<file path="config.mk">
export PLATFORM = sky130hd
export DESIGN_NAME = uart_frame_tx
export DESIGN_NICKNAME = d
export VERILOG_FILES = /design/src/rtl/uart_frame_tx.sv
export SDC_FILE = /design/constraint.sdc
export NUM_CORES = 1
export LEC_CHECK = 0
export CORE_UTILIZATION = 40
export CTS_CLUSTER_DIAMETER = 100
export DETAILED_ROUTE_END_ITERATION = 6
export PLACE_DENSITY = 0.6
export SETUP_SLACK_MARGIN = 0.1
export SYNTH_ARGS = -nofsm -noshare
export SYNTH_HDL_FRONTEND = slang
export SYNTH_SLANG_ARGS = --single-unit
export TNS_END_PERCENT = 5
</file>
<file path="constraint.sdc">
create_clock -name sys_clk -period 9.4 [get_ports sys_clk]
set_input_delay 0.94 -clock sys_clk [delete_from_list [all_inputs] [get_ports sys_clk]]
set_output_delay 0.94 -clock sys_clk [all_outputs]
set_load 0.02 [all_outputs]
</file>
<file path="src/rtl/uart_frame_tx.sv">
// Sends a fixed 14-byte frame (0x55, 12 payload bytes LSB-byte first, 0xAA) as 8N1 serial, back-to-back bytes.
// uart_txd and busy follow an accepted frame_start by one clock; frame_start is ignored while busy.
module uart_frame_tx #(
    parameter int CLK_FREQ  = 50_000_000,
    parameter int BAUD_RATE = 115200
) (
    input  logic        sys_clk,
    input  logic        sys_rst,
    input  logic        frame_start,
    input  logic [95:0] frame_data,
    output logic        busy,
    output logic        frame_done,
    output logic        uart_txd
);
    localparam int BAUD_CNT = CLK_FREQ / BAUD_RATE;
    localparam int CNT_W    = (BAUD_CNT > 1) ? $clog2(BAUD_CNT) : 1;
    localparam logic [CNT_W-1:0] CNT_LAST = CNT_W'(BAUD_CNT - 1);
    localparam logic [3:0] LAST_BYTE = 4'd13;

    typedef enum logic [1:0] {IDLE, START, DATA, STOP} state_t;

    state_t           state_q, state_d;
    logic [CNT_W-1:0] bit_cnt_q, bit_cnt_d;
    logic [2:0]       bit_idx_q, bit_idx_d;
    logic [3:0]       byte_idx_q, byte_idx_d;
    logic [95:0]      data_q, data_d;
    logic             txd_q, txd_d;
    logic             busy_q, busy_d;
    logic             done_q, done_d;

    logic [111:0]     frame_vec;
    logic [7:0]       cur_byte;

    // Whole frame as one vector so byte_idx selects header, payload and tail uniformly.
    assign frame_vec = {8'hAA, data_q, 8'h55};
    assign cur_byte  = frame_vec[{byte_idx_q, 3'b000} +: 8];

    always_comb begin
        state_d    = state_q;
        bit_cnt_d  = bit_cnt_q;
        bit_idx_d  = bit_idx_q;
        byte_idx_d = byte_idx_q;
        data_d     = data_q;
        txd_d      = txd_q;
        busy_d     = busy_q;
        done_d     = 1'b0;

        if (state_q == IDLE) begin
            txd_d  = 1'b1;
            busy_d = 1'b0;
            if (frame_start) begin
                data_d     = frame_data;
                state_d    = START;
                bit_cnt_d  = '0;
                bit_idx_d  = '0;
                byte_idx_d = '0;
                txd_d      = 1'b0;
                busy_d     = 1'b1;
            end
        end else if (bit_cnt_q != CNT_LAST) begin
            bit_cnt_d = bit_cnt_q + 1'b1;
        end else begin
            // Bit boundary: the next line level is decided here so txd only moves on boundaries.
            bit_cnt_d = '0;
            case (state_q)
                START: begin
                    state_d   = DATA;
                    bit_idx_d = '0;
                    txd_d     = cur_byte[0];
                end
                DATA: begin
                    if (bit_idx_q == 3'd7) begin
                        state_d = STOP;
                        txd_d   = 1'b1;
                    end else begin
                        bit_idx_d = bit_idx_q + 3'd1;
                        txd_d     = cur_byte[bit_idx_q + 3'd1];
                    end
                end
                STOP: begin
                    if (byte_idx_q == LAST_BYTE) begin
                        state_d    = IDLE;
                        byte_idx_d = '0;
                        busy_d     = 1'b0;
                        done_d     = 1'b1;
                        txd_d      = 1'b1;
                    end else begin
                        state_d    = START;
                        byte_idx_d = byte_idx_q + 4'd1;
                        txd_d      = 1'b0;
                    end
                end
                default: begin
                    state_d = IDLE;
                    txd_d   = 1'b1;
                end
            endcase
        end
    end

    always_ff @(posedge sys_clk or posedge sys_rst) begin
        if (sys_rst) begin
            state_q    <= IDLE;
            bit_cnt_q  <= '0;
            bit_idx_q  <= '0;
            byte_idx_q <= '0;
            data_q     <= '0;
            txd_q      <= 1'b1;
            busy_q     <= 1'b0;
            done_q     <= 1'b0;
        end else begin
            state_q    <= state_d;
            bit_cnt_q  <= bit_cnt_d;
            bit_idx_q  <= bit_idx_d;
            byte_idx_q <= byte_idx_d;
            data_q     <= data_d;
            txd_q      <= txd_d;
            busy_q     <= busy_d;
            done_q     <= done_d;
        end
    end

    assign uart_txd   = txd_q;
    assign busy       = busy_q;
    assign frame_done = done_q;
endmodule

</file>
Word-level counts from Yosys, hierarchy flattened --
Index checks and enable logic that the tools add are counted.
Word-level totals: memories 0, latch bits 0, bits of input ports 99, bits in writable memories 0, ROM bits 0, output and inout bits 3, register bits 117, logic and storage cells 67
Operators by class: divide/modulo/power cells 0, bitwise gates (word level) 0, $add $sub $neg 3, muxes and demuxes 35, $lt $le $gt $ge 1, multipliers 0, reductions and logical operators 9, shift-type cells 1, equal/unequal tests 10
Operators by type and width (count):
- 112-bit by 8-bit indexed part select with 8-bit output | 1
- 9-bit 2-to-1 mux | 3
- 4-bit 2-to-1 mux | 5
- 1-bit 2-to-1 mux | 15
- 3-bit 2-to-1 mux | 4
- 9-bit by 1-bit adder with 9-bit output, second input constant | 1
- 9-bit != test, second input constant | 1
- 3-bit AND reduction | 3
- 2-bit 2-to-1 mux | 4
- 3-bit != test, second input constant | 2
- 2-bit case mux with 3 select lines | 1
- 3-bit case mux with 2 select lines | 1
- 4-bit by 1-bit adder with 4-bit output, second input constant | 1
- 2-bit == test, second input constant | 2
- 4-bit == test, second input constant | 1
- 3-bit by 4-bit less-than comparator with 1-bit output, second input constant | 1
- 2-bit != test, second input constant | 2
- 4-bit AND reduction | 1
- 2-bit nonzero test | 2
- 3-bit by 1-bit adder with 3-bit output, second input constant | 1
- 1-bit binary-select mux with 3-bit select | 1
- 3-bit == test, second input constant | 1
- 1-bit case mux with 3 select lines | 1
- 3-bit nonzero test | 1
- 3 further kinds | 3

Depth between registers and ports, before layout --
Gate-level depths: netlist (run 1).
depth in word-level cells 7, mapped depth 9

Worst setup path after synthesis (run 1) --
Ideal clock, no wire load.
path kind input -> register, start point input port frame_start, end point register data_q[10], stages on the path 4, buffers on the path 2, slack 7.105 ns, library setup time 0.125 ns, data arrival time 2.170 ns, cells stage by stage nand2_1 -> clkbuf_1 -> buf_1 -> mux2_2
Between the ends: cells in the longest elaborated chain, start to end 1
RTL lines:
- start, declared | line 9 | input logic frame_start,
- 2-bit AND reduction (no line)
- end signal, assigned | line 116 | data_q <= data_d;
- end, declared | line 26 | logic [95:0] data_q, data_d;
Every way passes these cells. A chain may end at the register's enable or synchronous reset.

Worst setup path after layout (run 1) --
start point input port frame_start, end point register bit_idx_q[1]
Between the ends: cells in the longest elaborated chain, start to end 2
RTL lines:
- 2-bit != test (no line)
- 4-bit AND reduction (no line)
- end signal, assigned | line 114 | bit_idx_q <= bit_idx_d;
- end, declared | line 24 | logic [2:0] bit_idx_q, bit_idx_d;
Every way passes these cells.

==> results by group, run 1 <==
STA
  • Setup TNS: 0 ns
  • RSZ-0062 raised after global routing: false
  • Count of final hold-check violations: 0
  • Clock skew: 0.005441 ns
  • Worst-margin pin slew: 0.9109 ns
  • Period utilization: 0.3205
  • Pins over their slew limit: 0
  • Endpoints failing setup: 0
  • Min Clock Period, post-route: about 3 ns
  • Max Freq: approximately 330 MHz
  • Slew Limit Headroom: 0.3927
  • Fin Hold WS: 0.4914 ns

Synthesis
  • Leading area contributor after synthesis: dfrtp_1
  • Cells after synthesis: 456
  • Syn_nets: 565
  • Sequential fraction of the synthesis area: 0.5117
  • Top_reg_cell synth: dfrtp_1
  • Synth top area share: 0.5071
  • Mean post-synth cell area: 12.55 µm²
  • Ys async rst share: 1.000
  • Synth cell types: 53
  • Ys Warns: 0
  • EDFF count, synth: 0
  • Synth Cell Area: 0.005724 mm²
  • Top cells by area, synth: dfrtp_1, mux2_2, mux4_2
  • Post-synthesis register bit count: 117

Global route
  • First-pass GRT wire length: 21.02 mm
  • Largest net degree at the start of global routing: 73
  • Overall Global Routing Usage: 0.1912
  • Vias in the first global route: 4226
  • Initial antenna violation count: 0
  • Gr ovfl total: 0

Status
  • Status: finished, final reports clean

Die
  • Starting Density: 0.4108
  • I/O pin cnt: slightly above 100
  • Die area: 0.01479 mm²
  • Die height: 121.6 µm
  • Die Width: 121.6 µm
  • CORE AREA: ~0.014 mm²
  • Core Rows: 43

Clocking
  • CTS tree: built
  • PostCTS Resize Cnt: 0
  • Latest clock arrival within the worst-skew pair: roughly 0.41 ns
  • Htree depth: 4
  • Sink Count: 117
  • Inserted Clock Buffers: 17
  • CTS Root Cell: clkbuf_16
  • Hold_buf cts: 0
  • Setup bufs post-CTS: 0
  • Clk buf depth: 2
  • Clock Pin Slew Worst Setup and Hold Paths: 0.05 ns

Layout
  • Syn-to-layout area delta: 29.92%
  • ANT cells: 0
  • Layout cells sized above 1: 0.2637
  • Design area: 0.007437 mm²
  • Most frequent cells in the layout: dfrtp_1, mux2_2, clkdlybuf4s50_1, o21ai_0, nand2_1
  • Layout net count: approximately 670
  • Commonest non-fill, non-tap cell in the layout: dfrtp_1

Place
  • PortBufs: 101
  • RePlAce Congestion: 0.7897
  • Placed cell areas: a little under 0.007 mm²
  • HPWL after DPL: around 8.8 mm

Setup path
  • CP arrival: 3.28 ns
  • CP cell instances: clkdlybuf4s50_1 -> nand2_4 -> buf_4 -> a21boi_0 -> o21ai_0
  • Element type at the critical path end: flop
  • Crit path buf inv count: 2
  • CP max stage cell: buf_4
  • Delay-heaviest family, CP: buffers and inverters
  • Nature of the critical path startpoint: primary input
  • Crit path kind: primary input to flop
  • Worst endpoint required time: 9.67 ns
  • CP max stage delay: 0.75 ns
  • Crit-path max FO: 72

Min path
  • Hold Path Class: flop to flop

Power
  • Leakage power: 3.458 nW
  • Power Dens Cells: around 160 mW/mm²
  • Overall power: 1.177 mW
  • IR drop worst, VDD: around 120 µV

Routing
  • Post-DRT Antenna Nets: 0
  • Via density: 5.268
  • DRT Wirelength: between 10 and 15 mm
  • 1st-iter DRT viols: 151
  • Wire per inst: 17.13 µm
  • DRT Pass-1 Iters: 4
  • Vias after detailed routing: 3925
  • DRC Markers: 0

Run
  • Max Cap Viol: 0
==> through the flow <==
stage / utilization / setup slack (ns) / cells
2_1_floorplan: - / 5.361 / 456
3_3_place_gp: 0.4933 / 6.055 / 717
3_5_place_dp: 0.4933 / 5.931 / 717
4_1_cts: 0.5337 / 6.362 / 745
5_1_grt: 0.5337 / 6.138 / 745
6_report: 0.5337 / 6.387 / 745
==> worst paths after layout <==
path | start | to | slack [ns] | depth (start not counted)
setup / recovery | frame_start | bit_idx_q[1] | 6.39 | 5
min in group asynchronous | sys_rst | data_q[9] | 1.01 | 2
hold reg to reg | data_q[58] | data_q[58] | 0.49 | 1
max in group asynchronous | sys_rst | byte_idx_q[1] | 7.11 | 3
setup reg to reg | state_q[0] | bit_idx_q[1] | 6.46 | 6
hold / removal | data_q[58] | data_q[58] | 0.49 | 1
==> metal layers <==
layer,GRT usage,part of all wire,up-vias
met1,0.2409,0.45,1954
met4,0.08179,0.021,0
li1,-,-,1873
met2,0.3089,0.49,80
met5,0,0,-
met3,0.05150,0.036,18
==> Yosys cell counts, types with 3 or more instances <==
cell type  count
dfrtp_1      116
mux2_2       101
o21ai_0       28
nand2_1       27
nor2_1        14
inv_1         13
clkbuf_1      12
a21oi_1       11
mux2i_1       11
ha_1          10
nand3_1       10
mux4_2         8
nor2b_1        8
nor3_1         8
nand2b_1       7
and3_1         6
buf_1          5
buf_6          5
a221oi_1       4
a211oi_1       3
buf_2          3
mux4_1         3
o2bb2ai_1      3
or4_1          3
==> state kept, by name, summed over array words and instances (netlist names) <==
register and count:
data_q 96, bit_cnt_q 9, byte_idx_q 4, bit_idx_q 3, state_q 2, busy 1, frame_done 1, uart_txd 1
==> power breakdown <==
part | internal, mW | switching, mW | total [mW]
logic | 0.0360 | 0.0172 | 0.0533
registers | 0.505 | 0 | 0.505
clock network | 0.410 | 0.209 | 0.619
==> kinds of logic after synthesis <==
| family | Yosys count | synth area share |
|---|---|---|
| multiplexers | 123 | 0.2632 |
| flip-flops | 117 | 0.5117 |
| AND/OR/NAND/NOR | 95 | 0.08525 |
| AO/OA/AOI/OAI | 71 | 0.08284 |
| buffers and inverters | 38 | 0.03213 |
| adder cells (fa/ha/maj) | 10 | 0.02186 |
| XOR/XNOR | 2 | 0.003061 |
==> layout make-up <==
type,count,area (µm²)
clock buffer,23,488.0
clock inverter,5,75.07
fill,1199,6497
inverter,13,51.30
multi-input combinational,301,2619
sequential,117,2930
tap,180,225.2
timing repair buffer,106,1049
(Power assumes the default switching activity.)
==> inputs of run 2 (changes only) <==
==> constraint.sdc (replaced) <==
create_clock -name sys_clk -period 2.9 [get_ports sys_clk]
set_input_delay 0.29 -clock sys_clk [delete_from_list [all_inputs] [get_ports sys_clk]]
set_output_delay 0.29 -clock sys_clk [all_outputs]
set_load 0.02 [all_outputs]
==> run 2 against run 1 <==
Total power grew to 3.3 times the previous value. Via count grew 0.76%. Clock power grew to 3.3 times the previous value. Clock skew grew 0.0081 ns. Combinational power grew to 3.3 times the previous value. Critical path depth grew 1. Cell count grew 0.81%. Routed wire length grew 2.7%. Critical endpoint is now uart_txd. Largest power group unchanged.
==> results by group, run 2 (synthesized netlist as in run 1, its figures left out) <==
STA
  • Fin Hold WS: roughly 0.4 ns
  • Max Freq: approximately 440 MHz
  • Final setup margin: ~0.61 ns
  • Min Clock Period, post-route: 2.294 ns
  • Count of final hold-check violations: 0
  • Clock skew: 0.01354 ns
  • Period utilization: 0.7909
  • Setup TNS: 0 ns
  • Endpoints failing setup: 0
  • Worst-margin pin slew: 0.6370 ns
  • Pins over their slew limit: 0
  • Slew Limit Headroom: 0.5753
  • RSZ-0062 raised after global routing: false

Global route
  • Initial antenna violation count: 0
  • Largest net degree at the start of global routing: 118
  • First-pass GRT wire length: 21.56 mm
  • Overall Global Routing Usage: 0.1925
  • Vias in the first global route: 4288
  • Gr ovfl total: 0

Layout
  • Biggest registers after layout: data_q: 96 flops, bit_cnt_q: 9 flops, byte_idx_q: 4 flops
  • Syn-to-layout area delta: 31.37%
  • Layout net count: between 600 and 700
  • ANT cells: 0
  • Reg with most FFs: data_q
  • Max reg flops: 96
  • Most frequent cells in the layout: dfrtp_1, mux2_2, clkdlybuf4s50_1, o21ai_0, nand2_1
  • Layout cells sized above 1: 0.2732
  • Commonest non-fill, non-tap cell in the layout: dfrtp_1

Die
  • Core Rows: 43
  • I/O pin cnt: between 100 and 150
  • Die area: 0.01479 mm²
  • CORE AREA: 0.01393 mm²
  • Die height: 121.6 µm
  • Die Width: 121.6 µm
  • Starting Density: 0.4108

Clocking
  • CTS tree: built
  • Sink Count: 117
  • Inserted Clock Buffers: 17
  • CTS Root Cell: clkbuf_16
  • Clock Pin Slew Worst Setup and Hold Paths: 0.05 ns
  • PostCTS Resize Cnt: 0
  • Hold_buf cts: 0
  • Setup bufs post-CTS: 0
  • Latest clock arrival within the worst-skew pair: 0.42 ns
  • Htree depth: 4
  • Clk buf depth: 2

Run
  • Max Cap Viol: 0

Power
  • Leakage power: 3.486 nW
  • Power Dens Cells: between 500 and 600 mW/mm²
  • IR drop worst, VDD: ~410 µV

Setup path
  • Crit path kind: flop to flop
  • Worst endpoint required time: 3.22 ns
  • Element type at the critical path end: flop
  • CP arrival: between 2 and 3 ns
  • Nature of the critical path startpoint: flop
  • Crit-path max FO: 22

Status
  • Status: finished, final reports clean

Routing
  • Via density: 5.266
  • Post-DRT Antenna Nets: 0
  • Vias after detailed routing: approximately 4000
  • DRT Pass-1 Iters: 4
  • DRC Markers: 0
  • DRT Wirelength: between 10 and 15 mm
  • Wire per inst: 17.46 µm
  • 1st-iter DRT viols: approximately 190

Place
  • Place WS: 0.5790 ns
  • PortBufs: approximately 100
  • RePlAce Congestion: 0.8816
  • HPWL after DPL: 9.389 mm

Min path
  • Hold Path Class: primary input to asynchronous set/reset pin
run 2: cell types whose count changed in the layout (fill, tap and decap cells not counted):
cell,delta
buf_12,+3
clkbuf_1,-1
clkbuf_8,-2
clkinv_2,-1
clkinv_4,+3
clkinvlp_4,+4
inv_4,-1
inv_6,+1
run 2: final timing paths:
path	slack (ns)	startpoint	cells past startpoint	to
setup / recovery	0.61	byte_idx_q[1]	6	uart_txd
hold / removal	0.40	sys_rst	3	bit_cnt_q[0]
setup reg to reg	0.61	byte_idx_q[1]	6	uart_txd
hold reg to reg	0.50	bit_idx_q[2]	2	bit_idx_q[2]
max in group asynchronous	2.02	sys_rst	3	data_q[83]
min in group sys_clk	0.49	frame_data[47]	2	data_q[47]
run 2: worst max-delay path, stage by stage, from the launching register on:
cell and delay, ns:
dfrtp_2 0.67, buf_4 0.30, mux4_2 0.31, mux2_2 0.29, a2111oi_2 0.40, a211o_2 0.17
o221ai_2 0.07
run 2: metal layers:
layer / wire [µm] / GRT usage / up-vias
met3: 513 / 0.05337 / 10
met4: 136 / 0.06636 / 0
met1: 5701 / 0.2413 / 1980
met2: 6758 / 0.3189 / 87
met5: 0 / 0 / -
li1: - / - / 1878
run 2: layout make-up:
class | count | area [µm²]
Inverter | 13 | 52.55
Sequential cell | 117 | 2930
Clock inverter | 11 | 127.6
Fill cell | 1178 | 6415
Clock buffer | 20 | 456.7
Timing Repair Buffer | 109 | 1109
Tap cell | 180 | 225.2
Multi-Input combinational cell | 301 | 2619
run 2: through the flow:
stage,cells,instance area (µm²),power [mW],utilization
final,751,7520,3.849,0.5396
after global routing,751,7520,3.984,0.5396
after CTS,751,7520,3.902,0.5396
after detailed placement,720,6935,1.841,0.4977
after global placement,720,6935,1.841,0.4977
after floorplan,456,5728,1.688,-
run 2: report_power, final:
| part | internal, mW | leakage (nW) | switching [mW] |
|---|---|---|---|
| clock | 1.31 | 0.278 | 0.734 |
| combinational | 0.119 | 1.60 | 0.0556 |
| sequential | 1.63 | 1.60 | 0 |
| total | 3.06 | 3.49 | 0.790 |
